--- config.mk ---
export PLATFORM = sky130hd
export DESIGN_NAME = ts_packet_mux
export DESIGN_NICKNAME = d
export VERILOG_FILES = /design/src/rtl/ts_packet_mux_pkg.sv /design/src/rtl/rr_arbiter4.sv /design/src/rtl/ts_packet_mux.sv
export SDC_FILE = /design/constraint.sdc
export NUM_CORES = 1
export LEC_CHECK = 0
export CAP_MARGIN = 30
export CORE_MARGIN = 5
export CORE_UTILIZATION = 48
export DETAILED_ROUTE_END_ITERATION = 10
export PLACE_DENSITY = 0.79
export SYNTH_ARGS = -nofsm -noshare
export SYNTH_HDL_FRONTEND = slang
export SYNTH_SLANG_ARGS = --single-unit
--- constraint.sdc ---
create_clock -name clk2 -period 2.6 [get_ports clk2]
set_input_delay 0.78 -clock clk2 [delete_from_list [all_inputs] [get_ports clk2]]
set_output_delay 0.78 -clock clk2 [all_outputs]
set_load 0.02 [all_outputs]
--- src/rtl/ts_packet_mux_pkg.sv ---
// Shared constants and state encoding for the transport-stream packet mux.
package ts_packet_mux_pkg;

  localparam int unsigned NUM_STREAMS = 4;
  localparam int unsigned PKT_LEN     = 188;
  localparam logic [7:0]  SYNC_BYTE   = 8'h47;

  typedef enum logic [1:0] {
    StIdle  = 2'd0,
    StXfer  = 2'd1,
    StFlush = 2'd2
  } state_e;

endpackage

--- src/rtl/rr_arbiter4.sv ---
// Four-way round-robin selector: grants the first requester at or after ptr_i, wrapping 3->0.
module rr_arbiter4
  import ts_packet_mux_pkg::*;
(
  input  logic [NUM_STREAMS-1:0] req_i,
  input  logic [1:0]             ptr_i,
  output logic [NUM_STREAMS-1:0] gnt_o,
  output logic [1:0]             idx_o
);

  logic [1:0] cand;
  logic       found;

  always_comb begin
    gnt_o = '0;
    idx_o = ptr_i;
    found = 1'b0;
    cand  = ptr_i;
    for (int k = 0; k < NUM_STREAMS; k++) begin
      cand = ptr_i + 2'(k);
      if (!found && req_i[cand]) begin
        found       = 1'b1;
        gnt_o[cand] = 1'b1;
        idx_o       = cand;
      end
    end
  end

endmodule

--- src/rtl/ts_packet_mux.sv ---
// Muxes four byte streams into one, forwarding whole sync-aligned TS packets round-robin.
module ts_packet_mux
  import ts_packet_mux_pkg::*;
#(
  parameter int unsigned PKT_LEN   = ts_packet_mux_pkg::PKT_LEN,
  parameter logic [7:0]  SYNC_BYTE = ts_packet_mux_pkg::SYNC_BYTE
) (
  input  logic        clk2,
  input  logic        rst_n,
  input  logic [31:0] in_data,
  input  logic [3:0]  in_valid,
  output logic [3:0]  in_ready,
  input  logic        out_full,
  output logic [7:0]  out_data,
  output logic        out_wr,
  output logic        out_sop,
  output logic        out_eop,
  output logic [3:0]  valid,
  output logic [1:0]  mux_ctrl,
  output logic [3:0]  sync_err
);

  localparam int unsigned   CntW    = (PKT_LEN > 1) ? $clog2(PKT_LEN) : 1;
  localparam logic [CntW-1:0] LastCnt = CntW'(PKT_LEN - 1);

  state_e          state_q, state_d;
  logic [1:0]      rr_ptr_q, rr_ptr_d;
  logic [1:0]      gnt_idx_q, gnt_idx_d;
  logic [3:0]      valid_q, valid_d;
  logic [CntW-1:0] cnt_q, cnt_d;
  logic [7:0]      out_data_q;
  logic            out_wr_q, out_sop_q, out_eop_q;

  logic [3:0] eligible, junk, ready, serr, arb_gnt;
  logic [1:0] arb_idx;
  logic       accept;
  logic [7:0] sel_byte;

  always_comb begin
    eligible = '0;
    junk     = '0;
    for (int i = 0; i < NUM_STREAMS; i++) begin
      eligible[i] = in_valid[i] && (in_data[8*i +: 8] == SYNC_BYTE);
      junk[i]     = in_valid[i] && (in_data[8*i +: 8] != SYNC_BYTE);
    end
  end

  assign sel_byte = in_data[{gnt_idx_q, 3'b000} +: 8];

  rr_arbiter4 u_rr_arbiter4 (
    .req_i (eligible),
    .ptr_i (rr_ptr_q),
    .gnt_o (arb_gnt),
    .idx_o (arb_idx)
  );

  always_comb begin
    state_d   = state_q;
    rr_ptr_d  = rr_ptr_q;
    gnt_idx_d = gnt_idx_q;
    valid_d   = valid_q;
    cnt_d     = cnt_q;
    ready     = '0;
    serr      = '0;
    accept    = 1'b0;
    unique case (state_q)
      StIdle: begin
        // Non-sync bytes are drained so a misaligned stream can find its next sync.
        ready = junk;
        serr  = junk;
        if (|eligible) begin
          gnt_idx_d = arb_idx;
          valid_d   = arb_gnt;
          cnt_d     = '0;
          state_d   = StXfer;
        end
      end
      StXfer: begin
        ready[gnt_idx_q] = !out_full;
        accept           = in_valid[gnt_idx_q] && !out_full;
        if (accept) begin
          if (cnt_q == LastCnt) begin
            cnt_d   = '0;
            valid_d = '0;
            state_d = StFlush;
          end else begin
            cnt_d = cnt_q + 1'b1;
          end
        end
      end
      StFlush: begin
        rr_ptr_d = gnt_idx_q + 2'd1;
        state_d  = StIdle;
      end
      default: state_d = StIdle;
    endcase
  end

  always_ff @(posedge clk2 or negedge rst_n) begin
    if (!rst_n) begin
      state_q    <= StIdle;
      rr_ptr_q   <= '0;
      gnt_idx_q  <= '0;
      valid_q    <= '0;
      cnt_q      <= '0;
      out_data_q <= '0;
      out_wr_q   <= 1'b0;
      out_sop_q  <= 1'b0;
      out_eop_q  <= 1'b0;
    end else begin
      state_q   <= state_d;
      rr_ptr_q  <= rr_ptr_d;
      gnt_idx_q <= gnt_idx_d;
      valid_q   <= valid_d;
      cnt_q     <= cnt_d;
      out_wr_q  <= accept;
      out_sop_q <= accept && (cnt_q == '0);
      out_eop_q <= accept && (cnt_q == LastCnt);
      if (accept) out_data_q <= sel_byte;
    end
  end

  // Combinational handshakes are forced low while reset is held.
  assign in_ready = rst_n ? ready : '0;
  assign sync_err = rst_n ? serr : '0;
  assign valid    = valid_q;
  assign mux_ctrl = gnt_idx_q;
  assign out_data = out_data_q;
  assign out_wr   = out_wr_q;
  assign out_sop  = out_sop_q;
  assign out_eop  = out_eop_q;

endmodule

==> impl_metrics.json <==
{
  "synth_edf_count": 0,
  "worst_slew_pin_slew_ps": 387.1,
  "die_x_um": 77.93,
  "ys_warn_count": 0,
  "reg2reg_from": "mux_ctrl[0]$_DFFE_PN0P_",
  "layout.nets": 368,
  "ir_drop_uv": 400.8,
  "first_iter_violations": 154,
  "seqCellArea_um2": 725.7,
  "ys_seq_elements": 29,
  "fillCellCount": 312,
  "holdPathStages": 1,
  "wl_um": 7007,
  "rrSetupSlack_ps": 420,
  "htree_levels": 2,
  "crit_slowest_cell": "nor4b_4",
  "status": "finished clean",
  "p_leak_nw": 1.567,
  "power.density_nw_per_um2": 588.5,
  "path_clk_slew_ps": 60,
  "cts_root_buf": "clkbuf_8",
  "vias": 2178,
  "ant_nets": 0,
  "rr_endpoint": "cnt_q[6]$_DFFE_PN0P_",
  "critical_path.max_stage_delay_ps": 330,
  "min_period_over_period_pct": 98.43,
  "wire_per_inst_um": 18.94,
  "io_pins": 64,
  "rsz0062_at_grt": "no",
  "cts_sinks": 29,
  "arrival_ps": 1780,
  "area_growth_pct": 52.09,
  "synthesis.nets": 260,
  "min_from": "out_data[6]$_DFFE_PN0P_",
  "place_congestion": 0.8593,
  "crit_family": "buffers and inverters",
  "setup_viol": 0,
  "syn_inst": 209,
  "cts_tree": "yes",
  "yosysTopAreaCell": "dfrtp_1",
  "grt.total_usage_pct": 23.42,
  "netlist_top_cells_count": "dfrtp_1, nand2_1, nor2_1, inv_1, ha_1",
  "synthArstFlopShare_pct": 100.0,
  "core-area_um2": 4414,
  "report.final.slew_viol_count": 0,
  "fin_crit_ps": 2559,
  "yosys-top-cells-area": "dfrtp_1, mux4_2, ha_1",
  "hold_path.class": "reg -> reg",
  "placementRows": 24,
  "clockBufferDepth": 2,
  "grt_overflow": 0,
  "hold_buffers": 0,
  "critPathKind": "in -> out",
  "drt-pass1-iter-count": 4,
  "die_y_um": 77.93,
  "drive_gt1_share_pct": 36.48,
  "final_core_util_pct": 76.30,
  "hold_ws_ps": 504.1,
  "grt_pass1_wl_um": 11320,
  "antenna_cells": 0,
  "slew-limit-headroom_pct": 74.20,
  "synth_top_area_share_pct": 32.77,
  "grt_max_degree": 30,
  "synthFlopType": "dfrtp_1",
  "dpl.cell_count": 359,
  "required_ps": 1820,
  "numCtsBuffers": 5,
  "hold_viol_final": 0,
  "yosysMostFrequentCell": "dfrtp_1",
  "drcViolationCount": 0,
  "synth_area_per_cell_um2": 10.60,
  "fin_skew_ps": 6.144,
  "min_to": "out_data[6]$_DFFE_PN0P_",
  "r2r_cells": 9,
  "insertion_delay_ps": 290,
  "antenna_found_initial": 0,
  "via_per_inst": 5.886,
  "fmax_mhz": 390.7,
  "multiInputGateArea_um2": 1493,
  "startpoint_type": "primary input",
  "final_cells": 370,
  "fp.dieArea_um2": 6072,
  "synth.distinct_cells": 50,
  "hpwlAfterDp_um": 5260,
  "crit_cells": 5,
  "max_cap_violations": 0,
  "synth_area_um2": 2215,
  "cp_cell_sequence": "dlygate4sd2_1 > nor4b_4 > a21oi_2 > a21o_1 > buf_6",
  "initial_core_util_pct": 50.17,
  "path_buf_inv": 2,
  "worst_setup_path_end_kind": "output pin",
  "ys_seq_area_share_pct": 32.77,
  "io_buffers": 63,
  "cp_max_fo": 2,
  "grt_pass1_vias": 2225
}
[metrics by stage]
| step | cell area (µm²) | power [mW] | TNS, ps | worst slack, ps |
|---|---|---|---|---|
| floorplan | 2215 | 1.067 | 0 | 141.4 |
| global placement | 3186 | 1.461 | -10500 | -687.0 |
| detailed placement | 3186 | 1.488 | -11010 | -730.5 |
| CTS | 3292 | 1.968 | 0 | 1.099 |
| global route | 3368 | 2.095 | 0 | 3.405 |
| finish | 3368 | 1.982 | 0 | 40.72 |
[flip-flops by register name, summed over array words and instances (netlist names)]
register	cells
valid	4
state_q	2
cnt_q	8
rr_ptr_q	2
out_sop	1
out_eop	1
mux_ctrl	2
out_wr	1
out_data	8
[layout make-up]
cell class	count	share of cell area [%]
inverter	14	1.560
multi-input combinational	160	44.32
clock inverter	2	1.114
tap	52	1.932
sequential	29	21.55
timing repair buffer	107	27.08
clock buffer	6	2.452
[cell usage in the layout (no fill, tap or decap), types with 4 or more instances in the layout]
cell / Yosys / layout
o21bai_1: 4 / 4
mux2_2: 11 / 10
clkbuf_8: 0 / 6
mux4_2: 9 / 9
nand3_1: 4 / 4
a21o_1: 5 / 5
nand2_1: 16 / 16
buf_6: 1 / 5
xnor2_1: 4 / 4
dlygate4sd2_1: 0 / 28
a21oi_2: 1 / 4
buf_2: 2 / 4
dfrtp_1: 29 / 29
dlymetal6s2s_1: 0 / 5
inv_1: 13 / 12
clkdlybuf4s50_1: 0 / 17
o21ai_0: 8 / 8
ha_1: 12 / 12
nor2_1: 15 / 14
o22ai_1: 5 / 4
mux2i_1: 8 / 8
buf_4: 0 / 43
[layer usage]
metal / vias up / global-route usage (%) / routed length (µm)
met5: - / 0 / 0
met3: 23 / 6.019 / 415
li1: 997 / - / -
met2: 74 / 38.48 / 3671
met1: 1084 / 28.76 / 2691
met4: 0 / 10.64 / 229
[worst max path at each step]
stage / startpoint / end
final: in_data[31] / in_ready[3]
after global routing: in_data[31] / in_ready[3]
after CTS: out_full / in_ready[1]
after detailed placement: rst_n / in_ready[1]
after global placement: rst_n / in_ready[1]
after floorplan: rst_n / in_ready[3]
[timing repair]
action | 4_1_cts | 5_1_grt
cloned | 0 | 0
pin swaps | 12 | 7
setup buffers | 0 | 3
gates resized for setup | 86 | 23
endpoints found under the setup margin | 18 | 18
[cell families after synthesis]
kind of cell / share of synthesized area, %
muxes: 18.36
xor gates and xnor gates: 1.977
DFF: 32.77
adders and majority gates: 6.779
and+or+nand+nor: 22.09
AOI/OAI and AO/OA: 14.18
buffers and inverters: 3.842
[where the power goes]
group          internal, mW  total (mW)  switching [mW]  leakage [nW]
Sequential            0.571       0.645          0.0743         0.378
Clock                 0.311       0.497           0.186        0.0574
Combinational         0.427       0.840           0.412          1.13
No activity file was read; power rests on OpenSTA's default activity.
